===== src/rtl/cache_access_scheduler.sv =====
// Round-robin scheduler sharing the cache simulator lookup port between NUM_REQ requesters.
// Each access runs grant, issue, hit/miss classification, optional miss-penalty wait, response.
module cache_access_scheduler #(
    parameter int unsigned NUM_REQ      = 4,
    parameter int unsigned ADDR_W       = 31,
    parameter int unsigned MISS_PENALTY = 10
) (
    input  logic                      Clock_10,
    input  logic                      Reset_10,
    input  logic [NUM_REQ-1:0]        Req_10,
    input  logic [NUM_REQ*ADDR_W-1:0] Addr_10,
    output logic [NUM_REQ-1:0]        Gnt_10,
    output logic [NUM_REQ-1:0]        Done_10,
    output logic                      Hit_10,
    output logic                      Err_10,
    output logic                      Busy_10,
    output logic [ADDR_W-1:0]         CacheAddr_10,
    output logic                      CacheEn_10,
    input  logic [30:0]               CacheHitCnt_10,
    input  logic [30:0]               CacheMissCnt_10
);

    localparam int unsigned IDX_W = (NUM_REQ > 1) ? $clog2(NUM_REQ) : 1;
    localparam int unsigned CNT_W = (MISS_PENALTY > 1) ? $clog2(MISS_PENALTY) : 1;
    localparam int unsigned CTR_W = 31;

    typedef enum logic [2:0] {
        IDLE,
        ISSUE,
        CHECK,
        MISS_WAIT,
        RESP
    } state_t;

    state_t             state;
    logic [IDX_W-1:0]   last;
    logic [IDX_W-1:0]   gnt_idx;
    logic [CTR_W-1:0]   snap_hit;
    logic [CTR_W-1:0]   snap_miss;
    logic [CNT_W-1:0]   wait_cnt;
    logic               res_hit;

    logic               arb_found_c;
    logic [IDX_W-1:0]   arb_idx_c;
    logic [ADDR_W-1:0]  addr_sel_c;
    logic [CTR_W-1:0]   dh_c;
    logic [CTR_W-1:0]   dm_c;
    int unsigned        idx;

    // Round-robin scan starting just after the last granted requester
    always_comb begin
        arb_found_c = 1'b0;
        arb_idx_c   = '0;
        addr_sel_c  = '0;
        idx         = 0;
        for (int unsigned i = 1; i <= NUM_REQ; i++) begin
            idx = (32'(last) + i) % NUM_REQ;
            if (!arb_found_c && Req_10[IDX_W'(idx)]) begin
                arb_found_c = 1'b1;
                arb_idx_c   = IDX_W'(idx);
                addr_sel_c  = Addr_10[idx*ADDR_W +: ADDR_W];
            end
        end
    end

    // Counter deltas since the grant snapshot; modulo arithmetic absorbs counter wrap
    assign dh_c = CacheHitCnt_10  - snap_hit;
    assign dm_c = CacheMissCnt_10 - snap_miss;

    // Grant is visible during the arbitrating IDLE cycle itself, suppressed while in reset
    assign Gnt_10 = (state == IDLE && Reset_10 && arb_found_c)
                    ? (NUM_REQ'(1) << arb_idx_c) : '0;

    // Access sequencer with registered outputs
    always_ff @(posedge Clock_10 or negedge Reset_10) begin
        if (!Reset_10) begin
            state        <= IDLE;
            last         <= IDX_W'(NUM_REQ - 1);
            gnt_idx      <= '0;
            snap_hit     <= '0;
            snap_miss    <= '0;
            wait_cnt     <= '0;
            res_hit      <= 1'b0;
            Done_10      <= '0;
            Hit_10       <= 1'b0;
            Err_10       <= 1'b0;
            Busy_10      <= 1'b0;
            CacheAddr_10 <= '0;
            CacheEn_10   <= 1'b0;
        end else begin
            CacheEn_10 <= 1'b0;
            Done_10    <= '0;
            Hit_10     <= 1'b0;
            case (state)
                IDLE: begin
                    if (arb_found_c) begin
                        CacheAddr_10 <= addr_sel_c;
                        snap_hit     <= CacheHitCnt_10;
                        snap_miss    <= CacheMissCnt_10;
                        last         <= arb_idx_c;
                        gnt_idx      <= arb_idx_c;
                        CacheEn_10   <= 1'b1;
                        Busy_10      <= 1'b1;
                        state        <= ISSUE;
                    end
                end
                ISSUE: begin
                    state <= CHECK;
                end
                CHECK: begin
                    if (dh_c == CTR_W'(1) && dm_c == '0) begin
                        res_hit <= 1'b1;
                        Hit_10  <= 1'b1;
                        Done_10 <= NUM_REQ'(1) << gnt_idx;
                        state   <= RESP;
                    end else if (dh_c == '0 && dm_c == CTR_W'(1)) begin
                        res_hit <= 1'b0;
                        if (MISS_PENALTY == 0) begin
                            Done_10 <= NUM_REQ'(1) << gnt_idx;
                            state   <= RESP;
                        end else begin
                            wait_cnt <= CNT_W'(MISS_PENALTY - 1);
                            state    <= MISS_WAIT;
                        end
                    end else begin
                        Err_10  <= 1'b1;
                        res_hit <= 1'b0;
                        Done_10 <= NUM_REQ'(1) << gnt_idx;
                        state   <= RESP;
                    end
                end
                MISS_WAIT: begin
                    if (wait_cnt == '0) begin
                        Done_10 <= NUM_REQ'(1) << gnt_idx;
                        Hit_10  <= res_hit;
                        state   <= RESP;
                    end else begin
                        wait_cnt <= wait_cnt - CNT_W'(1);
                    end
                end
                RESP: begin
                    CacheAddr_10 <= '0;
                    Busy_10      <= 1'b0;
                    state        <= IDLE;
                end
                default: begin
                    state <= IDLE;
                end
            endcase
        end
    end

endmodule


===== config.mk =====
export PLATFORM = sky130hd
export DESIGN_NAME = cache_access_scheduler
export DESIGN_NICKNAME = d
export VERILOG_FILES = /design/src/rtl/cache_access_scheduler.sv
export SDC_FILE = /design/constraint.sdc
export NUM_CORES = 1
export LEC_CHECK = 0
export ABC_AREA = 1
export CORE_UTILIZATION = 33
export CTS_BUF_LIST = sky130_fd_sc_hd__clkbuf_16
export CTS_CLUSTER_SIZE = 40
export DETAILED_ROUTE_END_ITERATION = 8
export GPL_TIMING_DRIVEN = 1
export PLACE_DENSITY = 0.54
export SYNTH_ARGS = -nofsm -noshare
export SYNTH_HDL_FRONTEND = slang
export SYNTH_SLANG_ARGS = --single-unit

===== constraint.sdc =====
create_clock -name Clock_10 -period 2.6 [get_ports Clock_10]
set_input_delay 0.52 -clock Clock_10 [delete_from_list [all_inputs] [get_ports Clock_10]]
set_output_delay 0.52 -clock Clock_10 [all_outputs]
set_load 0.02 [all_outputs]

==> results.json, run 1 <==
{
  "placed_area_mm2": 0.0170,
  "min_period_ns": 3.02,
  "grt_overflow": 0,
  "row_count": 72,
  "avgViaCountPerCell": 4.87,
  "critPathMaxFanout": 8,
  "worst_pin_slew_ns": 1.12,
  "holdWs_ns": 0.250,
  "yosysSeqAreaShare_pct": 21.4,
  "wl_um": 47500,
  "core_area_mm2": 0.0390,
  "peakVddDrop_mv": 1.19,
  "maxCapViolCount": 0,
  "hold_viol": 0,
  "ys_top_cells_by_area": "nand2_1 (24%), dfrtp_1 (21%), inv_1 (12%)",
  "reg2reg_to": "CacheAddr_10[30]$_DFFE_PN0P_",
  "dp_hpwl_um": 35800,
  "syn_area_per_cell_um2": 5.62,
  "cts_tree": "done",
  "antenna_found_initial": 1,
  "yosys_register_bits": 113,
  "num-nets-final": 2938,
  "layout-area-overhead-vs-synth_pct": 48.0,
  "cts_num_sinks": 113,
  "dieWidth_um": 202,
  "place_inst": 3159,
  "htree_levels": 4,
  "fin_cells": 3213,
  "synth_edf_count": 0,
  "ios": 235,
  "path_clk_slew_ns": 0.06,
  "syn_inst": 2351,
  "p_leak_uw": 0.00993,
  "postRouteAntennaNets": 0,
  "cp-start-kind": "register",
  "drv_slew": 0,
  "end_kind": "primary output",
  "wire_per_inst_um": 14.8,
  "yosys.area.top_type": "nand2_1",
  "portBuffers": 234,
  "cp_cell_sequence": "xor2_4, inv_2, nand2_2, nand2_4, nor3_4, nand2_4, o21ai_4, inv_2, nor2_2, buf_6",
  "synth_nets": 2606,
  "skew_ns": 0.0127,
  "drive_gt1_share_pct": 19.9,
  "grtUsageTotal_pct": 23.2,
  "cts_made_buffers": 17,
  "finalCritPeriodShare_pct": 116,
  "synth_top_flop_cell": "dfrtp_1",
  "grt_max_degree": 113,
  "crit_arrival_ns": 2.50,
  "relSlewSlack_pct": 24.5,
  "grt_pass1_wl_um": 76700,
  "place_ws_ns": -0.866,
  "worst-r2r-cell-count": 11,
  "routed-via-count": 15600,
  "postLayoutCellArea_mm2": 0.0195,
  "ys_top_cells_by_count": "nand2_1 (859), inv_1 (407), o21ai_0 (186)",
  "route.detailed.drc": 0,
  "slowest_stage": "dfstp_4",
  "yosysUniqueCellTypes": 38,
  "regToRegSetupSlack_ns": -0.19,
  "reg2reg_from": "last[0]$_DFFE_PN1P_",
  "gp_congestion": 0.936,
  "initial_core_util_pct": 33.8,
  "worstPathRequired_ns": 2.08,
  "setup_viol": 19,
  "cts-root-buf": "clkbuf_16",
  "setup_tns_ns": -2.45,
  "min_path_type": "input pin to async pin",
  "synth_top_cell_area_share_pct": 24.4,
  "rsz0062_at_grt": "yes",
  "yosysMostFrequentCell": "nand2_1",
  "fill_cells": 3985,
  "clkLatencyLatePin_ns": 0.44,
  "yosysWarnings": 0,
  "die-area_mm2": 0.0408,
  "critical_path_class": "register to primary output",
  "violations": "negative setup slack",
  "clockBufferDepth": 2,
  "diodes": 0,
  "status": "finished with violations",
  "timing.fmax_ghz": 0.331,
  "async_flop_share_pct": 100,
  "grt_pass1_vias": 15100,
  "first_iter_violations": 888,
  "die_h_um": 202,
  "layout_setup_ws_ns": -0.424,
  "holdBufCountCts": 0,
  "critical-path-max-stage-delay_ns": 0.71,
  "syn_area_mm2": 0.0132,
  "drtPass1Iterations": 6,
  "p_per_area_mw_per_mm2": 1350
}
==> final cells by class <==
type | instances | area (µm²) | area share (%)
Inverter | 413 | 1560 | 7.96
Sequential cell | 113 | 2840 | 14.5
Clock inverter | 14 | 174 | 0.890
Clock buffer | 17 | 425 | 2.18
Tap cell | 518 | 648 | 3.32
Timing Repair Buffer | 406 | 3760 | 19.3
Multi-Input combinational cell | 1732 | 10100 | 51.9
==> stage by stage <==
| step | utilization (%) | total power, µW |
|---|---|---|
| 6_report | 50.1 | 26400 |
| 5_1_grt | 50.1 | 29100 |
| 4_1_cts | 47.8 | 24800 |
| 3_5_place_dp | 43.6 | 20700 |
| 3_3_place_gp | 43.6 | 20500 |
| 2_1_floorplan | - | 15000 |
==> power breakdown <==
group | total (µW) | switching [µW] | internal [µW]
clock | 2510 | 938 | 1570
sequential | 3080 | 428 | 2650
combinational | 20800 | 12600 | 8240
total | 26400 | 13900 | 12500
==> flip-flops by register name, summed over array words and instances, names as in the netlist, 2 cells and up <==
signal	cells
CacheAddr_10	31
Done_10	4
gnt_idx	2
last	2
snap_hit	31
snap_miss	31
state	3
wait_cnt	4
==> layout by cell type (no fill, tap or decap), drive strengths merged, types with 5 or more instances in the layout <==
master / instances
nand2: 865
xnor2: 6
a21oi: 54
nand4: 15
xor2: 21
buf: 175
dfrtp: 111
clkbuf: 19
nor3: 12
o221ai: 15
and2: 5
nor2: 174
inv: 415
a211oi: 42
clkdlybuf4s50: 171
o21ai: 247
dlymetal6s2s: 23
o31ai: 15
o211ai: 41
nand3b: 6
dlygate4sd2: 35
nand3: 122
ha: 61
o311ai: 16
==> kinds of logic (layout without fill, tap and decap cells) <==
logic type / count (synthesis) / count (layout) / share of synthesized area, %
fa+ha+maj: 63 / 63 / 6.08
xor+xnor: 27 / 27 / 1.85
simple gates: 1204 / 1205 / 36.4
flops: 113 / 113 / 21.4
compound gates: 437 / 437 / 19.4
buf+inv: 507 / 850 / 14.8
==> routing by layer <==
layer  track usage, %  wire length (µm)  up-vias
met5                0                13        -
met1             31.4             22600     7042
met2             38.3             21400      421
met4             6.33               835        2
li1                 -                 -     8111
met3             3.43              2630       57
==> critical path, delay by kind of cell (launching register included) <==
family	cells	cell delay [ns]
AO/OA/AOI/OAI	1	0.21
XOR/XNOR	1	0.18
buffers and inverters	3	0.29
flip-flops	1	0.71
AND/OR/NAND/NOR	5	0.66
==> worst max-delay path by stage <==
stage	from	to	slack [ns]	cells past startpoint
finish	last[0]$_DFFE_PN1P_	Gnt_10[0]	-0.42	10
detailed placement	Req_10[0]	Gnt_10[1]	-0.87	14
CTS	last[0]$_DFFE_PN1P_	Gnt_10[0]	-0.43	10
global route	last[0]$_DFFE_PN1P_	Gnt_10[1]	-0.55	10
global placement	Req_10[0]	Gnt_10[1]	-0.81	14
floorplan	last[0]$_DFFE_PN1P_	Gnt_10[0]	-0.007	13
==> what timing repair did <==
| item | in CTS | in global routing |
|---|---|---|
| buffers inserted | 11 | 10 |
| resized for setup | 234 | 219 |
| cloned | 1 | 2 |
| pin swaps | 42 | 74 |
| endpoints found under the setup margin | 107 | 100 |
Power figures use the tool's default switching activity.
==> inputs of run 2 (changes only) <==
- CORE_MARGIN: default -> 10
- RECOVER_POWER: default -> 25
==> run 2 against run 1 <==
Effect of this change:
- the flow still finishes with violations (negative setup slack)
- combinational power increased by 2%
- wire length increased by 4.3%
- hold slack improved by 0.15 ns
- sequential power about the same
- sequential share of layout area decreased by 0.22 points
- global-route usage decreased by 3.2 points
- maximum frequency decreased by 3.1%
- register-to-register slack improved by 0.17 ns
- total power increased by 1.5%
- critical path type unchanged
- critical endpoint is now Gnt_10[2]
- highest routed layer unchanged
==> results.json, run 2 (synthesized netlist as in run 1, its figures left out) <==
{
  "worstPathRequired_ns": 2.08,
  "die_h_um": 220,
  "row_count": 73,
  "p_comb_share_pct": 79.5,
  "clkLatencyLatePin_ns": 0.44,
  "grt_pass1_wl_um": 78800,
  "p_sw_uw": 14100,
  "route.detailed.drc": 0,
  "drive_gt1_share_pct": 21.8,
  "drv_slew": 0,
  "wl_um": 49600,
  "gp_congestion": 0.906,
  "peakVddDrop_mv": 0.782,
  "relSlewSlack_pct": 21.7,
  "cp-startpoint": "last[0]$_DFFE_PN1P_",
  "setup_viol": 8,
  "critPathMaxFanout": 7,
  "pwr-share-seq_pct": 11.5,
  "worst-r2r-cell-count": 18,
  "swShare_pct": 52.5,
  "cts_made_buffers": 17,
  "dieWidth_um": 220,
  "ios": 235,
  "cts-root-buf": "clkbuf_16",
  "num-nets-final": 2954,
  "skew_ns": 0.00644,
  "regToRegSetupSlack_ns": -0.02,
  "drtPass1Iterations": 5,
  "min_path_type": "input pin to register",
  "violations": "negative setup slack",
  "layout-area-overhead-vs-synth_pct": 50.3,
  "wire_per_inst_um": 15.3,
  "p_per_area_mw_per_mm2": 1350,
  "path_clk_slew_ns": 0.06,
  "cts_num_sinks": 113,
  "htree_levels": 4,
  "p_int_uw": 12700,
  "status": "finished with violations",
  "hold_viol": 0,
  "min_period_ns": 3.12,
  "dp_hpwl_um": 37300,
  "clockBufferDepth": 2,
  "rsz0062_at_grt": "yes",
  "critical_path_class": "register to primary output",
  "cp-start-kind": "register",
  "antenna_found_initial": 3,
  "layout_common_cells": "nand2_1 (734), inv_1 (369), o21ai_0 (183)",
  "finalCritPeriodShare_pct": 120,
  "total_power_uw": 26800,
  "crit_arrival_ns": 2.60,
  "place_inst": 3176,
  "routed-via-count": 15800,
  "setup_tns_ns": -2.05,
  "grtUsageTotal_pct": 20.0,
  "worst_pin_slew_ns": 1.16,
  "grt_pass1_vias": 15300,
  "reg2reg_to": "wait_cnt[3]$_DFFE_PN0P_",
  "layout_setup_ws_ns": -0.522,
  "first_iter_violations": 969,
  "avgViaCountPerCell": 4.89,
  "p_leak_uw": 0.0100,
  "diodes": 0,
  "critPathCapture": "Gnt_10[2]",
  "initial_core_util_pct": 33.3,
  "die-area_mm2": 0.0484,
  "reg2reg_from": "snap_hit[0]$_DFFE_PN0P_",
  "timing.fmax_ghz": 0.320,
  "p_clk_share_pct": 9.0,
  "portBuffers": 234,
  "fin_cells": 3237,
  "grt_max_degree": 98,
  "postRouteAntennaNets": 0,
  "core_area_mm2": 0.0396,
  "maxCapViolCount": 0,
  "end_kind": "primary output",
  "final_common_cell": "nand2_1",
  "grt_overflow": 0,
  "biggestRegsByFlops": "CacheAddr_10 (31), snap_hit (31), snap_miss (31)",
  "cts_tree": "done"
}
==> run 2: area by class of cell <==
type	instances	area, µm²
Clock buffer	17	425
Clock inverter	15	149
Fill cell	4082	19800
Inverter	413	1560
Multi-Input combinational cell	1732	10300
Sequential cell	113	2840
Tap cell	525	657
Timing Repair Buffer	422	3950
==> run 2: what timing repair did <==
item                       in CTS  in global routing
setup endpoints to repair      32                 52
buffers inserted                9                 16
hold endpoints to repair       16                  0
resized for setup             211                258
gates cloned                    2                  1
pin swaps                      59                 82
hold buffers                    1                  0
==> run 2: worst min path at each step <==
| stage | from | endpoint | slack [ns] | depth (start not counted) |
|---|---|---|---|---|
| floorplan | Reset_10 | Busy_10$_DFFE_PN0P_ | 0.22 | 0 |
| global placement | Reset_10 | CacheAddr_10[26]$_DFFE_PN0P_ | 0.42 | 1 |
| detailed placement | Reset_10 | CacheAddr_10[26]$_DFFE_PN0P_ | 0.43 | 1 |
| CTS | CacheHitCnt_10[3] | snap_hit[3]$_DFFE_PN0P_ | 0.45 | 3 |
| global route | CacheHitCnt_10[14] | snap_hit[14]$_DFFE_PN0P_ | 0.40 | 3 |
| finish | CacheMissCnt_10[21] | snap_miss[21]$_DFFE_PN0P_ | 0.40 | 3 |
==> run 2: power groups by stage <==
stage / clock, µW / combinational [µW] / sequential, µW
2_1_floorplan: 0 / 11800 / 3220
6_report: 2410 / 21300 / 3080
5_1_grt: 2560 / 23800 / 3180
4_1_cts: 2480 / 19700 / 3050
3_3_place_gp: 0 / 17800 / 3060
3_5_place_dp: 0 / 18100 / 3060
==> run 2: per-stage QoR <==
stage	cell area (µm²)	utilization, %	hold WS [ns]	worst slack, ns
CTS	18800	47.5	0.451	-0.526
global route	19800	50.0	0.404	-0.656
floorplan	13300	-	0.224	-0.00747
finish	19800	50.0	0.404	-0.522
global placement	17200	43.3	0.418	-0.797
detailed placement	17200	43.3	0.429	-0.846
==> run 2: per-layer routing <==
layer,GRT usage (%),routed length [µm]
met5,0,21
met4,5.75,812
met3,4.68,3230
met2,32.6,23000
met1,25.8,22500
==> run 2: worst max-delay path, cell delays in order (launching register included) <==
cell and delay [ns]:
dfstp_4 0.68, buf_12 0.12, xor2_4 0.19, inv_2 0.09, nand2_4 0.07, nand2_4 0.08, nor3_4 0.23, nand2_4 0.11
o2111ai_4 0.09, o21ai_4 0.11, buf_4 0.16, nor2_2 0.09, buf_6 0.14
==> variant 1 (settings of run 2) <==
Register the output `Err_10` once more, cleared by the reset; this adds one clock of latency there. The other outputs are not delayed to match.
--- a/src/rtl/cache_access_scheduler.sv
+++ b/src/rtl/cache_access_scheduler.sv
@@ -31,6 +31,8 @@
         MISS_WAIT,
         RESP
     } state_t;
+
+    logic Err_10_s0;
 
     state_t             state;
     logic [IDX_W-1:0]   last;
@@ -83,7 +85,7 @@
             res_hit      <= 1'b0;
             Done_10      <= '0;
             Hit_10       <= 1'b0;
-            Err_10       <= 1'b0;
+            Err_10_s0    <= 1'b0;
             Busy_10      <= 1'b0;
             CacheAddr_10 <= '0;
             CacheEn_10   <= 1'b0;
@@ -123,7 +125,7 @@
                             state    <= MISS_WAIT;
                         end
                     end else begin
-                        Err_10  <= 1'b1;
+                        Err_10_s0 <= 1'b1;
                         res_hit <= 1'b0;
                         Done_10 <= NUM_REQ'(1) << gnt_idx;
                         state   <= RESP;
@@ -150,5 +152,13 @@
         end
     end
 
+    always_ff @(posedge Clock_10 or negedge Reset_10) begin
+        if (!Reset_10) begin
+            Err_10 <= '0;
+        end else begin
+            Err_10 <= Err_10_s0;
+        end
+    end
+
 endmodule
 
Behaviour: not the same (Yosys sat finds a counterexample within 4 cycles, from zero or initial values and one cycle with Reset_10 low).
==> variant 1 against run 2 <==
Setup slack improved by 0.018 ns. Total power is 3.4% lower. Critical path depth did not move. Maximum frequency up 0.56%. Synthesized area increased by 0.34%. Sequential share of layout area rose by 0.43 points. Sequential cell count up 1. Die area is 0.31% higher. Global-route usage fell by 0.38 points. First-iteration DRC count down 7.2%. The run ends with max-capacitance violations, max-slew violations, negative setup slack left. Largest cell class unchanged. Final area shrank 2.1%. Synthesized cell count rose by 0.13%. Via count shrank 2.6%. Wire length shrank 2.3%.
==> variant 1: results (changes against run 2) <==
| Metric | Value |
|---|---|
| Outcome | `complete, but fails checks` |
| Violations in the final reports | `max-capacitance violations, max-slew violations, negative setup slack` |
| Final count of negative-setup-slack endpoints | `37 (+29)` |
| Worst slack on hold paths | `0.375 ns (-0.0289 ns)` |
| DR WL/cell | `15.0 µm (-2.1%)` |
| Setup clock skew after layout | `0.0137 ns (+0.00730 ns)` |
| Total nets after synthesis | `2,609 (+0.12%)` |
| Vias in the first global route | `14,800 (-2.9%)` |
| Number of vias per cell after detailed routing | `4.78 (-2.4%)` |
| NumNets Final | `2,949 (-0.17%)` |
| Largest stage delay on the critical path | `0.72 ns (+0.04 ns)` |
| Class of the tightest hold or removal check | `reg -> reg` |
| Compound-Gate Fraction of Synth Area | `19.5% (+0.038 points)` |
| Number of antenna violations at the first check in global routing | `2 (-1)` |
| Crit path max fanout | `8 (+1)` |
| Global-route wire length before repair | `77.1 mm (-2.1%)` |
| RePlAce Congestion | `0.938 (+3.5%)` |
| Fraction of final layout cells with drive strength greater than 1 | `18.3% (-3.4 points)` |
| Max-Cap Viols | `1 (+1)` |
| Tightest slew margin relative to the limit | `-6.93% (-29 points)` |
| Final WS setup | `-0.504 ns (+0.0175 ns)` |
| Count of routing violations after the opening detailed-route iteration | `899 (-7.2%)` |
| Worst vdd rail ir drop | `1.23 mV (+58%)` |
| Crit-path leading delay family | `simple AND/OR/NAND/NOR gates` |
| R2r setup slk | `-0.23 ns (-0.21 ns)` |
| Final-report max-slew violation count | `28 (+28)` |
| Half-perimeter wire length after placement | `37.9 mm (+1.8%)` |
| Most used standard cells in the synthesized netlist | `859 x sky130_fd_sc_hd__nand2_1, 408 x sky130_fd_sc_hd__inv_1, 189 x sky130_fd_sc_hd__o21ai_0` |
| Adder-cell area share of the yosys netlist | `6.06% (-0.021 points)` |
## variant 1: cell count changes after synthesis, sizes merged
cell    change
buf         -3
a21oi       +2
o211ai      -2
nor2        -2
a211oi      -2
clkbuf      +3
o21ai       +6
dfrtp       +1
inv         +2
nand2       -2
## variant 1: worst paths after layout
| path | depth (start not counted) | endpoint | start |
|---|---|---|---|
| worst max-delay path | 12 | Gnt_10[3] | last[0] |
| worst min-delay path | 0 | Err_10 | Err_10_s0 |
| worst max register to register | 14 | CacheAddr_10[13] | last[0] |
| worst min register to register | 0 | Err_10 | Err_10_s0 |
| max in group asynchronous | 3 | CacheAddr_10[10] | Reset_10 |
| min in group asynchronous | 2 | snap_miss[7] | Reset_10 |
## variant 1: cell families after synthesis
logic type	after synthesis
and+or+nand+nor	1200
buffers and inverters	509
DFF	114
AOI/OAI and AO/OA	441
adders and majority gates	63
xor gates and xnor gates	27
## variant 1: area by class of cell
type,count,area [µm²]
repair buffers,414,3800
flip-flops and latches,114,2860
well taps,525,657
clock buffers,17,425
multi-input cells,1732,9930
fillers,4145,20300
clock inverters,14,190
inverters,415,1560
## variant 1: through the flow
stage	cells	utilization, %	setup TNS (ns)	setup WS (ns)	cell area, µm²
CTS	3221	47.1	-3.73	-0.533	18700
detailed placement	3187	43.2	-50.54	-0.924	17200
global placement	3187	43.2	-43.93	-0.873	17200
finish	3231	48.9	-3.43	-0.504	19400
floorplan	2354	-	-0.139	-0.0601	13300
global route	3231	48.9	-10.12	-0.610	19400
## variant 1: layer usage
layer  track usage (%)  part of all wire [%]  up-vias
met4              4.61                   1.3        4
met2              31.3                    45      350
li1                  -                     -     8144
met1              26.2                    47     6886
met5                 0                 0.070        -
met3              4.68                   6.3       46
## variant 1: timing repair
action	in CTS	in global routing
pin swaps	51	68
setup buffers	2	11
setup endpoints to repair	109	110
cloned	1	0
gates resized for setup	222	171
## variant 1: power breakdown
part | leakage [nW] | internal, mW | switching, mW | total, mW
Clock | 0.288 | 1.59 | 0.937 | 2.53
Combinational | 8.21 | 8.05 | 12.2 | 20.3
Sequential | 1.41 | 2.67 | 0.419 | 3.09
==> variant 2 (flow settings as in run 2) <==
Without the edit above. The parameter `NUM_REQ` goes from 4 to 8.
--- a/src/rtl/cache_access_scheduler.sv
+++ b/src/rtl/cache_access_scheduler.sv
@@ -1,7 +1,7 @@
 // Round-robin scheduler sharing the cache simulator lookup port between NUM_REQ requesters.
 // Each access runs grant, issue, hit/miss classification, optional miss-penalty wait, response.
 module cache_access_scheduler #(
-    parameter int unsigned NUM_REQ      = 4,
+    parameter int unsigned NUM_REQ      = 8,
     parameter int unsigned ADDR_W       = 31,
     parameter int unsigned MISS_PENALTY = 10
 ) (
Ports: changed (resized Addr_10, Done_10, Gnt_10 and Req_10); port bits go from 235 to 371. No check against the original RTL was run, so the function may have changed too.
==> variant 2 against run 2 <==
The flow still finishes with violations (negative setup slack). Combinational power is 110% higher. Critical path type unchanged. Final area is 56% higher. Total power is 87% higher. Synthesized area is 53% higher. Sequential share of layout area is 4.6 points lower. Clock power is 7% higher. First-iteration DRC count is 110% higher. Count of clock-buffer cells in the layout stayed put. Via count is 71% higher. Synthesized cell count is 68% higher. Wire length is 96% higher. Sequential cell count is 6 higher. Setup slack worse by 0.77 ns.
==> variant 2: results (changes against run 2) <==
| Metric | Value |
|---|---|
| Startpoint of the worst register-to-register path | `last[0]` |
| Outcome | `complete, but fails checks` |
| Crit-path leading delay family | `simple AND/OR/NAND/NOR gates` |
| Crit path max fanout | `8 (+1)` |
| Final count of negative-setup-slack endpoints | `127 (+119)` |
| Final WS setup | `-1.29 ns (-0.771 ns)` |
| Number of library cell types mapped by synthesis | `40 (+5.3%)` |
| Global-route wire length before repair | `142 mm (+80%)` |
| Hold wc startpoint | `CacheHitCnt_10[18]` |
| Worst skew pair latency | `0.49 ns (+0.05 ns)` |
| Post-place setup slack | `-1.78 ns (-0.937 ns)` |
| Detail Route met2 WL | `46.6 mm (+100%)` |
| WL met3 | `6.99 mm (+120%)` |
| Half-perimeter wire length after placement | `65.4 mm (+76%)` |
| Leakage power total | `15.7 nW (+57%)` |
| Layout filler cell count | `6,380 (+56%)` |
| Int Pwr | `22.4 mW (+75%)` |
| Instance count after placement with tap cells included | `5,266 (+66%)` |
| Vias in the first global route | `24,600 (+61%)` |
| Fraction of final layout cells with drive strength greater than 1 | `18.9% (-2.9 points)` |
| Post-synthesis sequential area ratio | `14.8% (-6.6 points)` |
| Number of antenna violations at the first check in global routing | `15 (+12)` |
| Most used standard cells in the synthesized netlist | `1,604 x sky130_fd_sc_hd__nand2_1, 590 x sky130_fd_sc_hd__o21ai_0, 527 x sky130_fd_sc_hd__inv_1` |
| Largest net degree at the start of global routing | `120 (+22%)` |
| Layout area overhead | `53.1%` |
| Number of standard cells after synthesis | `3,959 (+68%)` |
| Synth top area cells | `sky130_fd_sc_hd__nand2_1 30%, sky130_fd_sc_hd__o21ai_0 15%, sky130_fd_sc_hd__dfrtp_1 14%` |
| Total nets after synthesis | `4,344 (+67%)` |
| Data arrival at the endpoint of the critical path | `3.37 ns (+0.77 ns)` |
| Global-route usage over all layers | `25.5% (+5.5 points)` |
| Number of search-and-repair iterations in the first detailed-routing pass | `6 (+1)` |
| Worst vdd rail ir drop | `1.34 mV (+72%)` |
| Post-Layout Cell Count | `5,381 (+66%)` |
| Violations in the final reports | `negative setup slack` |
| RePlAce Congestion | `0.902 (-0.41%)` |
| Final-report max-slew violation count | `0 (unchanged)` |
==> variant 2: cell types whose count changed in the layout (fill, tap and decap cells not counted), moves of 33 or more <==
cell | before | now
sky130_fd_sc_hd__a211oi_1 | 42 | 0
sky130_fd_sc_hd__buf_4 | 169 | 366
sky130_fd_sc_hd__clkdlybuf4s50_1 | 173 | 333
sky130_fd_sc_hd__inv_1 | 369 | 509
sky130_fd_sc_hd__nand2_1 | 734 | 1468
sky130_fd_sc_hd__nand3_1 | 90 | 180
sky130_fd_sc_hd__nand4_1 | 15 | 48
sky130_fd_sc_hd__nor2_1 | 116 | 166
sky130_fd_sc_hd__o21ai_0 | 183 | 574
sky130_fd_sc_hd__o21ai_2 | 2 | 36
==> variant 2: power groups by stage <==
stage               Clock, mW  Combinational, mW  Sequential, mW
floorplan                   0               23.3            3.38
global placement            0               36.4            3.24
detailed placement          0               36.6            3.24
CTS                      2.66               40.8            3.22
global route             2.73               48.8            3.37
finish                   2.59               44.2            3.27
==> variant 2: layout make-up <==
| type | instances | area share [%] |
|---|---|---|
| well taps | 782 | 3.17 |
| clock inverters | 15 | 0.563 |
| repair buffers | 822 | 26.2 |
| inverters | 537 | 6.64 |
| multi-input cells | 3087 | 52.3 |
| clock buffers | 17 | 1.38 |
| diodes | 2 | 0.0162 |
| flip-flops and latches | 119 | 9.70 |
==> variant 2: cell families (layout without fill, tap and decap cells) <==
logic type / count (synthesis) / count (layout) / share of synthesized area, %
AOI/OAI and AO/OA: 862 / 863 / 22.8
xor gates and xnor gates: 12 / 12 / 0.596
adders and majority gates: 65 / 65 / 4.11
buffers and inverters: 754 / 1391 / 14.5
DFF: 119 / 119 / 14.8
muxes: 16 / 16 / 0.794
other: 0 / 2 / 0
and+or+nand+nor: 2131 / 2131 / 42.4
==> variant 2: per-stage QoR <==
stage                     power, mW  setup TNS (ns)
after floorplan                26.7          -52.56
after global placement         39.7         -117.26
after detailed placement       39.8         -122.21
after CTS                      46.7          -54.05
after global routing           54.9          -68.65
final                          50.0          -50.77
==> variant 2: timing repair <==
item | 4_1_cts | 5_1_grt
hold buffers | 1 | 0
hold endpoints to repair | 2 | 0
cloned | 22 | 11
buffers inserted | 39 | 27
pin swaps | 65 | 102
gates resized for setup | 256 | 337
endpoints found under the setup margin | 127 | 127
==> variant 2: worst paths after layout <==
kind | endpoint | slack [ns] | cells after the start
max in group asynchronous | snap_hit[8] | 0.27 | 4
max | Gnt_10[6] | -1.29 | 17
min | snap_hit[18] | 0.30 | 3
min reg2reg | CacheAddr_10[19] | 0.48 | 2
min in group asynchronous | snap_hit[4] | 0.41 | 2
max reg2reg | gnt_idx[0] | -1.08 | 22
==> variant 2: layer usage <==
layer	GRT usage [%]	vias up
met3	4.65	128
met2	44.0	863
met5	0	-
li1	-	13800
met1	32.2	12200
met4	6.48	26
